<file path="config.mk">
export PLATFORM = sky130hd
export DESIGN_NAME = interrupt_sequencer_flat
export DESIGN_NICKNAME = d
export VERILOG_FILES = /design/src/rtl/interrupt_sequencer_if.sv /design/src/rtl/interrupt_sequencer.sv /design/src/flat_wrapper.sv
export SDC_FILE = /design/constraint.sdc
export NUM_CORES = 1
export LEC_CHECK = 0
export ABC_AREA = 1
export BUFFER_PORTS_ARGS = -buffer_cell sky130_fd_sc_hd__buf_4
export CAP_MARGIN = 20
export CORE_MARGIN = 2
export CORE_UTILIZATION = 37
export DETAILED_ROUTE_END_ITERATION = 10
export GPL_TIMING_DRIVEN = 1
export HOLD_SLACK_MARGIN = 0.06
export PLACE_DENSITY = 0.77
export SLEW_MARGIN = 15
export SYNTH_ARGS = -nofsm -noshare
export SYNTH_HDL_FRONTEND = slang
export SYNTH_SLANG_ARGS = --single-unit
</file>
<file path="constraint.sdc">
create_clock -name clk -period 1.35 [get_ports clk]
set_input_delay 0.2025 -clock clk [delete_from_list [all_inputs] [get_ports clk]]
set_output_delay 0.2025 -clock clk [all_outputs]
set_load 0.02 [all_outputs]
</file>
<file path="src/rtl/interrupt_sequencer_if.sv">
// rtl/interrupt_sequencer_if.sv - timer flag inputs and interrupt-entry control outputs
interface interrupt_sequencer_if #(
  parameter int PC_W = 14
);
  logic [7:0]      tifr;
  logic [7:0]      timsk;
  logic            sreg_i;
  logic            instr_boundary;
  logic            busy;
  logic [2:0]      int_stage;
  logic            mem_we;
  logic            sp_dec;
  logic            pc_overwrite;
  logic [PC_W-1:0] vector;
  logic [7:0]      tifr_clr;

  modport master (
    output tifr, timsk, sreg_i, instr_boundary,
    input  busy, int_stage, mem_we, sp_dec, pc_overwrite, vector, tifr_clr
  );

  modport slave (
    input  tifr, timsk, sreg_i, instr_boundary,
    output busy, int_stage, mem_we, sp_dec, pc_overwrite, vector, tifr_clr
  );
endinterface

</file>
<file path="src/rtl/interrupt_sequencer.sv">
// rtl/interrupt_sequencer.sv - timer interrupt arbitration and four-cycle entry sequence
module interrupt_sequencer #(
  parameter int              PC_W         = 14,
  parameter logic [PC_W-1:0] VEC_T1_COMPA = 14'h00E,
  parameter logic [PC_W-1:0] VEC_T0_COMP  = 14'h014,
  parameter logic [PC_W-1:0] VEC_T0_OVF   = 14'h016
) (
  input  logic                  clk,
  input  logic                  rst,
  interrupt_sequencer_if.slave  bus
);
  typedef enum logic [2:0] {
    S_IDLE   = 3'd0,
    S_PUSH_L = 3'd1,
    S_PUSH_H = 3'd2,
    S_CLR_I  = 3'd3,
    S_JUMP   = 3'd4
  } state_t;

  state_t          state_q, state_d;
  logic [7:0]      winner_q, winner_d;
  logic [PC_W-1:0] vector_q, vector_d;
  logic [7:0]      pending;

  // Only the three timer sources we vector are considered.
  assign pending = bus.tifr & bus.timsk & 8'h13;

  always_ff @(posedge clk or posedge rst) begin
    if (rst) begin
      state_q  <= S_IDLE;
      winner_q <= 8'h00;
      vector_q <= '0;
    end else begin
      state_q  <= state_d;
      winner_q <= winner_d;
      vector_q <= vector_d;
    end
  end

  always_comb begin
    state_d  = state_q;
    winner_d = winner_q;
    vector_d = vector_q;
    unique case (state_q)
      S_IDLE: begin
        if (bus.instr_boundary && bus.sreg_i && (|pending)) begin
          state_d = S_PUSH_L;
          if (pending[4]) begin
            winner_d = 8'h10;
            vector_d = VEC_T1_COMPA;
          end else if (pending[1]) begin
            winner_d = 8'h02;
            vector_d = VEC_T0_COMP;
          end else begin
            winner_d = 8'h01;
            vector_d = VEC_T0_OVF;
          end
        end
      end
      S_PUSH_L: state_d = S_PUSH_H;
      S_PUSH_H: state_d = S_CLR_I;
      S_CLR_I:  state_d = S_JUMP;
      S_JUMP:   state_d = S_IDLE;
      default:  state_d = S_IDLE;
    endcase
  end

  // Outputs decode the state register only, so reset silences them immediately.
  assign bus.busy         = (state_q != S_IDLE);
  assign bus.int_stage    = state_q;
  assign bus.mem_we       = (state_q == S_PUSH_L) || (state_q == S_PUSH_H) || (state_q == S_CLR_I);
  assign bus.sp_dec       = (state_q == S_PUSH_L) || (state_q == S_PUSH_H);
  assign bus.pc_overwrite = (state_q == S_JUMP);
  assign bus.tifr_clr     = (state_q == S_JUMP) ? winner_q : 8'h00;
  assign bus.vector       = vector_q;
endmodule

</file>
<file path="src/flat_wrapper.sv">
// flat-port wrapper written by rule: the top's interface ports become plain ports
module interrupt_sequencer_flat 
#(
  parameter int              PC_W         = 14,
  parameter logic [PC_W-1:0] VEC_T1_COMPA = 14'h00E,
  parameter logic [PC_W-1:0] VEC_T0_COMP  = 14'h014,
  parameter logic [PC_W-1:0] VEC_T0_OVF   = 14'h016
)
  (clk, rst, bus_tifr, bus_timsk, bus_sreg_i, bus_instr_boundary, bus_busy, bus_int_stage, bus_mem_we, bus_sp_dec, bus_pc_overwrite, bus_vector, bus_tifr_clr);
  interrupt_sequencer_if #(.PC_W(PC_W)) bus_i ();
  input  logic clk;
  input  logic rst;
  input wire logic [$bits(bus_i.tifr)-1:0] bus_tifr;
  input wire logic [$bits(bus_i.timsk)-1:0] bus_timsk;
  input wire logic [$bits(bus_i.sreg_i)-1:0] bus_sreg_i;
  input wire logic [$bits(bus_i.instr_boundary)-1:0] bus_instr_boundary;
  output wire logic [$bits(bus_i.busy)-1:0] bus_busy;
  output wire logic [$bits(bus_i.int_stage)-1:0] bus_int_stage;
  output wire logic [$bits(bus_i.mem_we)-1:0] bus_mem_we;
  output wire logic [$bits(bus_i.sp_dec)-1:0] bus_sp_dec;
  output wire logic [$bits(bus_i.pc_overwrite)-1:0] bus_pc_overwrite;
  output wire logic [$bits(bus_i.vector)-1:0] bus_vector;
  output wire logic [$bits(bus_i.tifr_clr)-1:0] bus_tifr_clr;
  assign bus_i.tifr = bus_tifr;
  assign bus_i.timsk = bus_timsk;
  assign bus_i.sreg_i = bus_sreg_i;
  assign bus_i.instr_boundary = bus_instr_boundary;
  assign bus_busy = bus_i.busy;
  assign bus_int_stage = bus_i.int_stage;
  assign bus_mem_we = bus_i.mem_we;
  assign bus_sp_dec = bus_i.sp_dec;
  assign bus_pc_overwrite = bus_i.pc_overwrite;
  assign bus_vector = bus_i.vector;
  assign bus_tifr_clr = bus_i.tifr_clr;
  interrupt_sequencer #(.PC_W(PC_W), .VEC_T1_COMPA(VEC_T1_COMPA), .VEC_T0_COMP(VEC_T0_COMP), .VEC_T0_OVF(VEC_T0_OVF)) u_core (.clk(clk), .rst(rst), .bus(bus_i));
endmodule
</file>
Word level (Yosys, flattened, before mapping)
Cells that the tools add are included.
Word-level totals
  output and inout bits: 29
  input port bits: 20
  flip-flop bits (word level): 25
  word-level logic and storage cells: 24
Operators by class
  reduce and logical (&&, ||, !) cells: 8
  bitwise logic cells: 1
  equality and inequality tests: 5
  muxes and demuxes: 7
Operators by type and width (count)
  8-bit 2-to-1 mux: 2
  14-bit 2-to-1 mux: 1
  3-bit one-hot mux with 4 select lines: 1
  3-bit by 2-bit == test with 1-bit output (second input constant): 2
  5-bit bitwise AND: 1
  2-bit 2-to-1 mux: 2
  3-bit by 1-bit == test with 1-bit output (second input constant): 1
  3-bit == test (second input constant): 1
  3-bit logical NOT: 1
  3-bit 2-to-1 mux: 1
  3-bit nonzero test: 1
  3-bit OR reduction: 1
  1-bit logical AND: 2
  1-bit logical OR: 2
  2-bit by 1-bit inequality test with 1-bit output (second input constant): 1
  2-bit AND reduction: 1

Logic depth before layout (Yosys ltp)
  word-level depth: 5
  gate-level depth with buffers: 6
  depth with buffers taken out: 6

Least setup slack after synthesis
Ideal clock, no wire load.
  path type: reg2out
  start point: reg u_core.state_q[2] (netlist: u_core.bus.int_stage[2])
  end point: out bus_tifr_clr[0]
  buffers on the path: 0
  arrival time: 1250 ps
  required time: 1148 ps
  path slack: -102 ps
  stages on the path, launching flop included: 5
  cells stage by stage: dfrtp_1 inv_2 nor2_2 inv_2 nor2_1
Between the ends
  longest elaborated chain between the ends: 2
Ends and longest elaborated chain
  from (decl): line interrupt_sequencer.sv:20  | state_t state_q, state_d;
  from (signal assigned): line interrupt_sequencer.sv:34  | state_q <= state_d;
  3-bit == test
  net bus_pc_overwrite: line flat_wrapper.sv:21  | output wire logic [$bits(bus_i.pc_overwrite)-1:0] bus_pc_overwrite;
  8-bit 2-to-1 mux: line interrupt_sequencer.sv:74  | assign bus.tifr_clr = (state_q == S_JUMP) ? winner_q : 8'h00;
  to (decl): line flat_wrapper.sv:23  | output wire logic [$bits(bus_i.tifr_clr)-1:0] bus_tifr_clr;
The timed path passes the listed nets, and every way through them passes these cells.

Final worst setup path
  start point: reg u_core.state_q[1] (netlist: u_core.bus.int_stage[1])
  end point: out bus_tifr_clr[4]
Between the ends
  longest elaborated chain between the ends: 2
Ends and longest elaborated chain (line)
  3-bit == test: interrupt_sequencer.sv:74
  8-bit 2-to-1 mux: interrupt_sequencer.sv:74
No other way between the ends.

==> results.sh <==
export IMPL_crit_family="flip-flops"
export IMPL_grt_overall_usage_pct=14.0
export IMPL_n_antenna_cell=0
export IMPL_post_route_cell_area_sq_um=822
export IMPL_hold_path_cells=4
export IMPL_timing_critical_path_arrival_ns=1.22
export IMPL_yosysTopAreaCellShare_pct=37.4
export IMPL_core_sq_um=1520
export IMPL_avgViaCountPerCell=4.38
export IMPL_finalCritPeriodShare_pct=106
export IMPL_final_hold_vio_count=0
export IMPL_leakage_nw=0.482
export IMPL_grt_setup_unrepaired="true"
export IMPL_synthToLayoutAreaGrowth_pct=36.6
export IMPL_wl_met1_um=461
export IMPL_synth_area_per_cell_sq_um=7.62
export IMPL_met2_wirelength_um=686
export IMPL_met3_length_um=82
export IMPL_final_setup_worst_slack_ns=-0.0752
export IMPL_vdd_ir_drop_worst_v=0.000952
export IMPL_cp_startpoint="u_core.bus.int_stage[1]$_DFFE_PP0P_"
export IMPL_yosys_warnings=0
export IMPL_yosysSeqAreaShare_pct=37.4
export IMPL_min_delay_path_class="primary input to flip-flop"
export IMPL_fraction_of_layout_cells_with_a_size_suffix_above_1_pct=37.8
export IMPL_fp_rows=14
export IMPL_routed_via_count=556
export IMPL_power_density_over_the_cells_nw_per_um2=2200
export IMPL_r2r_slack_ns=0.10
export IMPL_wire_per_inst_um=9.90
export IMPL_design_die_area_sq_um=1970
export IMPL_status="finished with violations"
export IMPL_number_of_levels_the_h_tree_was_split_into=1
export IMPL_finalPower_w=0.00181
export IMPL_clock_skew_final_ns=0.00290
export IMPL_deepest_clock_path_buffer_count=2
export IMPL_achievable_frequency_mhz=702
export IMPL_worst_setup_path_type="flip-flop to primary output"
export IMPL_fin_util_pct=53.9
export IMPL_syn_instance_count=79
export IMPL_worstSetupEndpointType="primary output"
export IMPL_top_layer="met4"
export IMPL_ys_types=15
export IMPL_final_antenna_violating_net_count=0
export IMPL_path_depth=6
export IMPL_fin_nets=132
export IMPL_ctsRootBufferMaster="clkbuf_4"
export IMPL_clk_pin_slew_worst_paths_ns=0.06
export IMPL_largest_stage_delay_worst_path_ns=0.40
export IMPL_maximum_number_of_pins_on_one_net_before_global_route_repair=10
export IMPL_worst_setup_path_endpoint="bus_tifr_clr[4]"
export IMPL_dp_slack_ns=0.183
export IMPL_violations_in_the_final_reports="negative setup slack"
export IMPL_initial_core_util_pct=39.5
export IMPL_drt_wl_total_um=1260
export IMPL_regToRegEndpoint="u_core.winner_q[0]$_DFFE_PP0P_"
export IMPL_initialDrtViolationCount=11
export IMPL_cap_violations=0
export IMPL_final_max_slew_viol_count=0
export IMPL_route_detailed_drc=0
export IMPL_drtPass1Iterations=4
export IMPL_port_buffers=23
export IMPL_path_buf_inv=3
export IMPL_cp_slowest_cell="dfrtp_1"
export IMPL_place_detailed_hpwl_um=921
export IMPL_worstPathMaxFanout=3
export IMPL_critical_path_required_ns=1.15
export IMPL_critical_path_cell_chain="inv_2, nand2_4, nor2_4, inv_2, nor2_1, buf_4"
export IMPL_die_x_um=44.3
export IMPL_die_y_um=44.3
export IMPL_placement_cell_area_sq_um=728
export IMPL_worst_setup_path_start_kind="flip-flop"
export IMPL_setup_violations=6
export IMPL_netlist_top_cells_area="dfrtp_1 (37%), buf_4 (20%), nand2_1 (12%)"
export IMPL_grt_pass1_vias=470
export IMPL_setup_total_negative_slack_ns=-0.287
export IMPL_cts_tree="done"
export IMPL_synth_area_leader_cell="dfrtp_1"
export IMPL_worst_r2r_cell_count=8
export IMPL_initial_antenna_violation_count=0
export IMPL_ys_seq_elements=9
export IMPL_global_route_wire_length_before_repair_um=1950
export IMPL_numCtsBuffers=3
export IMPL_worst_r2r_startpoint="u_core.bus.int_stage[1]$_DFFE_PP0P_"
export IMPL_later_pin_clock_latency_in_the_skew_report_ns=0.27
export IMPL_top_level_ports=49
export IMPL_clock_sink_count=9
export IMPL_finalWeightedCongestion=0.780
export IMPL_gr_total_overflow=0
export IMPL_mappedNetlistArea_sq_um=602
export IMPL_fillerInstances=157
export IMPL_finalWorstPathRequiredPeriod_ns=1.43
export IMPL_cpMostUsedCell="inv_2"
==> flip-flops by register name (all words and copies together), names as in the netlist <==
name and count:
u_core.bus.int_stage 3, u_core.bus.vector 4, u_core.winner_q 2
==> cell type report <==
class	count	area, sq um	share of cell area (%)
multi-input cells	55	265	32.3
clock buffers	4	26.3	3.20
repair buffers	30	235	28.6
well taps	16	20.0	2.44
inverters	13	48.8	5.94
flip-flops and latches	9	226	27.5
==> per-stage QoR <==
step	hold WS, ns	std cells
after floorplan	0.0304	93
after global placement	0.180	116
after detailed placement	0.190	116
after CTS	0.262	125
after global routing	0.302	127
final	0.258	127
==> tightest hold or removal path, delay by kind of cell <==
kind	cells	cell delay (ns)
simple gates	3	0.20
buf+inv	1	0.08
==> power by group <==
part | switching, W | leakage (nW) | total [W] | internal (W)
Clock | 0.000100 | 0.0150 | 0.000214 | 0.000114
Combinational | 0.000632 | 0.358 | 0.00111 | 0.000478
Sequential | 0.0000984 | 0.109 | 0.000484 | 0.000386
==> cells in the final DEF, fill, tap and decap left out <==
cell           instances
conb_1                15
clkbuf_4               3
nand3_2                1
dfrtp_1                8
clkbuf_1               1
buf_4                 27
dfrtp_2                1
a21oi_1                2
inv_2                  4
buf_6                  2
nor2_1                 7
nand4_1                5
nand3_1                1
nand2_1               20
nand3_4                1
nand2_4                1
nor2_4                 2
inv_1                  9
dlygate4sd3_1          1
==> metal layers <==
layer	track usage, %	up-vias
met3	1.22	3
met4	10.9	0
met1	15.7	250
met2	24.1	28
li1	-	275
met5	0	-
==> logic make-up after synthesis <==
| kind of cell | Yosys count | share of synthesized area [%] |
|---|---|---|
| AO/OA/AOI/OAI | 2 | 1.66 |
| buffers and inverters | 29 | 28.1 |
| other | 1 | 0.623 |
| flip-flops | 9 | 37.4 |
| AND/OR/NAND/NOR | 38 | 32.2 |
==> synthesized netlist by cell type, drive strengths merged <==
| library cell | n |
|---|---|
| nand3 | 3 |
| dfrtp | 9 |
| nand4 | 5 |
| buf | 16 |
| inv | 13 |
| a21oi | 2 |
| conb | 1 |
| nor2 | 9 |
| nand2 | 21 |
==> timing repair <==
| action | CTS | global route |
|---|---|---|
| resized for setup | 2 | 1 |
| pin swaps | 1 | 4 |
| gates cloned | 0 | 0 |
| hold buffers | 1 | 0 |
| setup buffers | 4 | 2 |
| hold endpoints to repair | 9 | 0 |
| setup endpoints to repair | 4 | 7 |
==> worst min-delay path by stage <==
stage | start | to | slack [ns]
4_1_cts | bus_tifr[1] | u_core.bus.vector[1]$_DFFE_PP0P_ | 0.26
5_1_grt | bus_tifr[1] | u_core.bus.vector[1]$_DFFE_PP0P_ | 0.30
2_1_floorplan | rst | u_core.bus.int_stage[0]$_DFFE_PP0P_ | 0.03
3_3_place_gp | rst | u_core.bus.int_stage[1]$_DFFE_PP0P_ | 0.18
3_5_place_dp | rst | u_core.bus.int_stage[0]$_DFFE_PP0P_ | 0.19
6_report | bus_timsk[1] | u_core.bus.vector[1]$_DFFE_PP0P_ | 0.26
(Power assumes the default switching activity.)
